**src/rtl/fetch_stage_pkg.sv**
```systemverilog
// Shared fetch/decode definitions: instruction width, opcode field and opcodes.
// Also imported by the control decoder so both sides agree on the encoding.
package fetch_stage_pkg;

  localparam int INSTR_W = 8;
  localparam int OPC_W   = 2;
  localparam int OPC_MSB = INSTR_W - 1;
  localparam int OPC_LSB = INSTR_W - OPC_W;

  typedef logic [OPC_W-1:0] opcode_t;

  localparam opcode_t OP_LI  = 2'b00;
  localparam opcode_t OP_ADD = 2'b01;
  localparam opcode_t OP_JMP = 2'b11;

  function automatic opcode_t get_opcode(input logic [INSTR_W-1:0] instr);
    return instr[OPC_MSB:OPC_LSB];
  endfunction

endpackage

```
**src/rtl/fetch_stage_imem_rf.sv**
```systemverilog
// Writable instruction memory: combinational read, synchronous write.
// Contents are intentionally not reset so a loaded program survives rst_n.
module imem_rf #(
  parameter int AW = 6,
  parameter int DW = 8
) (
  input  logic          clk,
  input  logic          we,
  input  logic [AW-1:0] waddr,
  input  logic [DW-1:0] wdata,
  input  logic [AW-1:0] raddr,
  output logic [DW-1:0] rdata
);

  logic [DW-1:0] mem [2**AW];

  // A same-cycle write to raddr shows up only after the edge; read returns old data.
  always_ff @(posedge clk) begin
    if (we) mem[waddr] <= wdata;
  end

  assign rdata = mem[raddr];

endmodule

```
**src/rtl/fetch_stage.sv**
```systemverilog
// Instruction fetch stage: PC, instruction memory and the IF/ID register.
// Optional FETCH_PREDECODE_JUMP_EN follows OP_JMP in the fetch stage itself.
module fetch_stage
  import fetch_stage_pkg::*;
#(
  parameter int PC_W    = 6,
  parameter int INSTR_W = fetch_stage_pkg::INSTR_W
) (
  input  logic               clk,
  input  logic               rst_n,
  input  logic               imem_we,
  input  logic [PC_W-1:0]    imem_waddr,
  input  logic [INSTR_W-1:0] imem_wdata,
  input  logic               redirect_valid,
  input  logic [PC_W-1:0]    redirect_target,
  input  logic               id_ready,
  output logic               id_valid,
  output logic [INSTR_W-1:0] id_instr,
  output logic [OPC_W-1:0]   id_opcode,
  output logic [PC_W-1:0]    id_pc,
  output logic [PC_W-1:0]    pc
);

  logic [INSTR_W-1:0] fetch_instr;
  logic [PC_W-1:0]    next_pc;
  logic               advance;

  imem_rf #(
    .AW (PC_W),
    .DW (INSTR_W)
  ) u_imem (
    .clk   (clk),
    .we    (imem_we),
    .waddr (imem_waddr),
    .wdata (imem_wdata),
    .raddr (pc),
    .rdata (fetch_instr)
  );

  // Handshake: id_* is transferred on a cycle with id_valid && id_ready; while
  // id_valid && !id_ready every id_* output holds. An empty slot always refills.
  assign advance = !id_valid || id_ready;

`ifdef FETCH_PREDECODE_JUMP_EN
  logic [PC_W-1:0] jmp_off;
  assign jmp_off = PC_W'($signed(fetch_instr[INSTR_W-OPC_W-1:0]));

  always_comb begin
    next_pc = pc + PC_W'(1);
    if (fetch_instr[INSTR_W-1 -: OPC_W] == OP_JMP) next_pc = pc + jmp_off;
  end
`else
  always_comb begin
    next_pc = pc + PC_W'(1);
  end
`endif

  // Redirect flushes the slot even when stalled; id_instr/id_pc keep stale data.
  always_ff @(posedge clk or negedge rst_n) begin
    if (!rst_n) begin
      pc       <= '0;
      id_valid <= 1'b0;
      id_instr <= '0;
      id_pc    <= '0;
    end else if (redirect_valid) begin
      pc       <= redirect_target;
      id_valid <= 1'b0;
    end else if (advance) begin
      id_instr <= fetch_instr;
      id_pc    <= pc;
      id_valid <= 1'b1;
      pc       <= next_pc;
    end
  end

  assign id_opcode = id_instr[INSTR_W-1 -: OPC_W];

endmodule

```
**config.mk**
```make
export PLATFORM = sky130hd
export DESIGN_NAME = fetch_stage
export DESIGN_NICKNAME = d
export VERILOG_FILES = /design/src/rtl/fetch_stage_pkg.sv /design/src/rtl/fetch_stage_imem_rf.sv /design/src/rtl/fetch_stage.sv
export SDC_FILE = /design/constraint.sdc
export NUM_CORES = 1
export LEC_CHECK = 0
export BUFFER_PORTS_ARGS = -buffer_cell sky130_fd_sc_hd__buf_4
export CAP_MARGIN = 30
export CORE_MARGIN = 2
export CORE_UTILIZATION = 50
export CTS_CLUSTER_SIZE = 30
export DETAILED_ROUTE_END_ITERATION = 12
export PLACE_DENSITY = 0.64
export SYNTH_ARGS = -nofsm -noshare
export SYNTH_HDL_FRONTEND = slang
export SYNTH_SLANG_ARGS = --single-unit
```
**constraint.sdc**
```tcl
create_clock -name clk -period 5.7 [get_ports clk]
set_input_delay 0.57 -clock clk [delete_from_list [all_inputs] [get_ports clk]]
set_output_delay 0.57 -clock clk [all_outputs]
set_load 0.03 [all_outputs]
```
Word-level counts from Yosys, hierarchy flattened
Memories as Yosys holds them, arrays and structs flattened. A register that Yosys moved wholly into a read port is not among the register bits.
Index checks and enable logic that the tools add are counted.
{"block": "op_classes", "addsub": 1, "mux": 6, "n_bitwise": 1, "n_reduce_logical": 5}
{"op": "$mux W6", "n": 2}
{"op": "$add A6 B1 Y6 const B", "n": 1}
{"op": "$mux W1", "n": 4}
{"op": "$logic_not A1 Y1", "n": 2}
{"op": "$reduce_and A2 Y1", "n": 1}
{"op": "$reduce_bool A2 Y1", "n": 1}
{"op": "$logic_or A1 B1 Y1", "n": 1}
{"op": "$not A1 Y1", "n": 1}
{"block": "totals", "ff_bits": 13, "ramBits": 512, "output_inout_bits": 23, "wordCells": 17, "mem_count": 1}
{"memory": "u_imem.mem", "depth": 64, "word_bits": 8, "read_ports": 1, "rd_clocked_by_memory_dff": 1, "write_ports": 1, "line": "fetch_stage_imem_rf.sv:15", "source": "logic [DW-1:0] mem [2**AW];"}

Longest topological paths before layout
{"block": "depth", "word_depth": 4, "ltp_mapped": 9, "ltp_nobuf": 5}

Hierarchy
Synthesis repeated with hierarchy kept, for this count alone.
{"block": "unflattened", "hier_cells": 1002, "hier_area_um2": 20917.6}
{"module": "imem_rf", "n_inst": 1, "cells_per_inst": 932, "area_per_inst_um2": 20006.7}
{"module": "fetch_stage", "n_inst": 1, "cells_per_inst": 70, "area_per_inst_um2": 910.9}

Worst setup path before layout
OpenSTA, ideal clock, no wires.
{"block": "synth_timing", "path_type": "reg2reg", "from": "reg pc[0]", "to": "reg id_instr[0] (read register of u_imem.mem)", "setup_time_ns": 0.132, "arrival_ns": 2.081, "setup_slack_ns": 3.487, "path_stages_with_launch": 10, "n_path_buf": 4, "synth_period_minus_slack_ns": 2.213, "path_cell_list": "dfrtp_1 -> buf_6 -> buf_8 -> buf_8 -> buf_6 -> mux4_2 -> mux2i_1 -> a21oi_1 -> o21ai_1 -> o211ai_1"}
{"element": "from (decl)", "line": "fetch_stage.sv:21", "source": "output logic [PC_W-1:0] pc"}
{"element": "from (signal assigned)", "line": "fetch_stage.sv:66", "source": "pc <= redirect_target;"}
{"element": "from (signal assigned)", "line": "fetch_stage.sv:72", "source": "pc <= next_pc;"}
{"element": "to (decl)", "line": "fetch_stage.sv:18", "source": "output logic [INSTR_W-1:0] id_instr,"}

==> impl_metrics.json <==
{
  "cap_violations": 0,
  "final_nets": 1069,
  "ys_warn_count": 0,
  "worstRegToRegCells": 6,
  "arrival_ns": 3.58,
  "final-seq-area_sq_um": 15900,
  "diodes": 0,
  "core-area_sq_um": 41000,
  "routed_via_density": 6.12,
  "seq_area_frac_synth_pct": 76.2,
  "rows": 74,
  "yosys.area.top_type": "edfxtp_1",
  "multi_input_area_sq_um": 4580,
  "drt_pre_antenna_iters": 5,
  "path_clk_slew_ns": 0.06,
  "seq_power_share_pct": 50.9,
  "grt_pass1_wl_um": 67600,
  "areaGrowthSynthToFinish_pct": 11.6,
  "holdWs_ns": 0.214,
  "final_common_cell": "edfxtp_1",
  "synth_top_area_share_pct": 73.7,
  "combinationalPowerShare_pct": 10.7,
  "critPathRequiredTime_ns": 6.18,
  "rr_endpoint": "id_instr[2]",
  "cts_resized": 0,
  "grt_pass1_vias": 9966,
  "powerDensity_nw_per_um2": 373,
  "power_leakage_uw": 0.00737,
  "hpwl_um": 26700,
  "ys_top_cells_by_area": "edfxtp_1, mux4_2, dfrtp_1",
  "grt-ovfl-total": 0,
  "cts_num_sinks": 533,
  "synth_cell_types": 43,
  "drtAntennaViolNets": 0,
  "status": "completed",
  "drt_iter0_markers": 1055,
  "met2_length_um": 20900,
  "worstMarginPinSlew_ns": 0.992,
  "setup-violations-final": 0,
  "synth_cells": 987,
  "slew_viol_final": 0,
  "fillers": 3041,
  "fmax_ghz": 0.322,
  "cts_made_buffers": 52,
  "cts_tree": "built",
  "synth_edf_count": 512,
  "rr_startpoint": "pc[0]",
  "finalCritPeriodShare_pct": 54.4,
  "post_cts.repair.setup_buffers": 0,
  "port_buffers": 47,
  "switchingPower_uw": 2020,
  "cp-end-kind": "flip-flop",
  "crit_end": "id_instr[2]",
  "fin_crit_ns": 3.10,
  "gp_congestion": 0.795,
  "internal_power_uw": 6680,
  "wl_per_cell_um": 27.9,
  "worstSetupPathType": "reg2reg",
  "io_pins": 48,
  "synth_nets": 1013,
  "wl_um": 45200,
  "grt_max_degree": 74,
  "finalHoldViolCount": 0,
  "wl_met1_um": 20100,
  "num_vias": 9893,
  "grt_util_all_layers_pct": 21.4,
  "clockBufferDepth": 3,
  "power.total_uw": 8700,
  "highest_layer": "met4",
  "grt_setup_unrepaired": "no",
  "die_w_um": 208,
  "syn_area_per_cell_sq_um": 21.1,
  "die_area_sq_um": 43400,
  "drive_gt1_share_pct": 25.6,
  "synth_area_sq_um": 20900,
  "synthFlopType": "edfxtp_1",
  "timing.setup.tns_ns": 0,
  "cts_root_buf": "clkbuf_16",
  "die_h_um": 208,
  "clockPowerShare_pct": 38.4,
  "ys_ff_latch": 533,
  "async_flop_share_pct": 3.94,
  "reg2reg_slack_ns": 2.60,
  "h-tree-depth": 2,
  "initial_utilization_pct": 50.9,
  "insertion_delay_ns": 0.59,
  "finalClockSkew_ns": 0.0192,
  "antenna_found_initial": 0,
  "wl_met3_um": 3190,
  "drc": 0,
  "switching_share_pct": 23.2,
  "cp-startpoint": "pc[0]",
  "hold_class": "in2reg",
  "layout_common_cells": "edfxtp_1, mux4_2, nor2_1",
  "critPathMaxFanout": 73,
  "startpoint_type": "flip-flop",
  "peakVddDrop_mv": 0.236,
  "slew_headroom_pct": 33.6
}
## critical path, stage by stage, from the launching register on
cell	delay, ns
dfrtp_4	0.90
buf_12	0.48
mux4_2	0.59
mux2i_1	0.30
mux4_2	0.30
nor3_1	0.05
a211o_1	0.24
## final cells by class
| cell class | instances | area share [%] |
|---|---|---|
| Sequential cell | 533 | 68.3 |
| Multi-Input combinational cell | 395 | 19.7 |
| Tap cell | 532 | 2.86 |
| Timing Repair Buffer | 58 | 2.07 |
| Inverter | 3 | 0.0484 |
| Clock buffer | 65 | 5.89 |
| Clock inverter | 31 | 1.16 |
## metrics by stage
| stage | utilization (%) | cell area [sq um] | worst slack [ns] | cells |
|---|---|---|---|---|
| 2_1_floorplan | - | 20900 | 3.49 | 987 |
| 3_3_place_gp | 52.7 | 21600 | 2.57 | 1517 |
| 3_5_place_dp | 52.7 | 21600 | 2.58 | 1519 |
| 4_1_cts | 56.7 | 23300 | 2.55 | 1616 |
| 5_1_grt | 56.8 | 23300 | 2.43 | 1617 |
| 6_report | 56.8 | 23300 | 2.60 | 1617 |
## cell usage after synthesis (all sizes together), types with 2 or more instances
cell,number
o211ai,6
dfrtp,21
or2,3
nand2,31
a22oi,7
a211o,2
buf,39
a21oi,6
mux4,128
nand2b,2
edfxtp,512
mux2,17
mux2i,42
o21ai,14
nand4,2
nor3,2
a221oi,6
clkbuf,17
nand3b,5
nor2,77
nor2b,4
nand3,8
inv,2
o22ai,12
xnor2,4
o2111ai,6
## sequential cells by signal, summed over array words and instances (netlist names)
| register | flops |
|---|---|
| u_imem.mem | 512 |
| id_instr | 8 |
| id_pc | 6 |
| pc | 6 |
| id_valid | 1 |
## kinds of logic (layout without fill, tap and decap cells)
| kind of cell | count (synthesis) | in the layout | synth area share, % |
|---|---|---|---|
| adder cells (fa/ha/maj) | 1 | 1 | 0.0600 |
| multiplexers | 187 | 187 | 16.8 |
| AO/OA/AOI/OAI | 65 | 65 | 2.14 |
| XOR/XNOR | 5 | 5 | 0.210 |
| flip-flops | 533 | 533 | 76.2 |
| AND/OR/NAND/NOR | 137 | 137 | 2.79 |
| buffers and inverters | 59 | 157 | 1.83 |
## layer usage
layer,track usage (%),vias to the layer above
li1,-,4217
met5,0,-
met2,31.8,409
met3,3.92,67
met1,32.7,5200
met4,6.60,0
## worst min path at each step
stage,startpoint,end,cells past startpoint
final,redirect_target[1],pc[1],3
after global placement,id_pc[2],id_pc[2],2
after detailed placement,rst_n,id_pc[2],1
after global routing,redirect_target[1],pc[1],3
after CTS,redirect_target[1],pc[1],3
after floorplan,rst_n,id_instr[0],0
## repair_timing
item	in CTS	in global routing
endpoints found under the hold margin	21	0
hold buffers	1	0
setup endpoints to repair	0	0
## power groups by stage
stage | clock network (uW) | registers [uW] | logic, uW
final | 3340 | 4430 | 931
after global routing | 3550 | 4430 | 994
after CTS | 3400 | 4460 | 908
after detailed placement | 0 | 4540 | 907
after global placement | 0 | 4540 | 899
after floorplan | 0 | 4510 | 607
No activity file was read; power rests on OpenSTA's default activity.
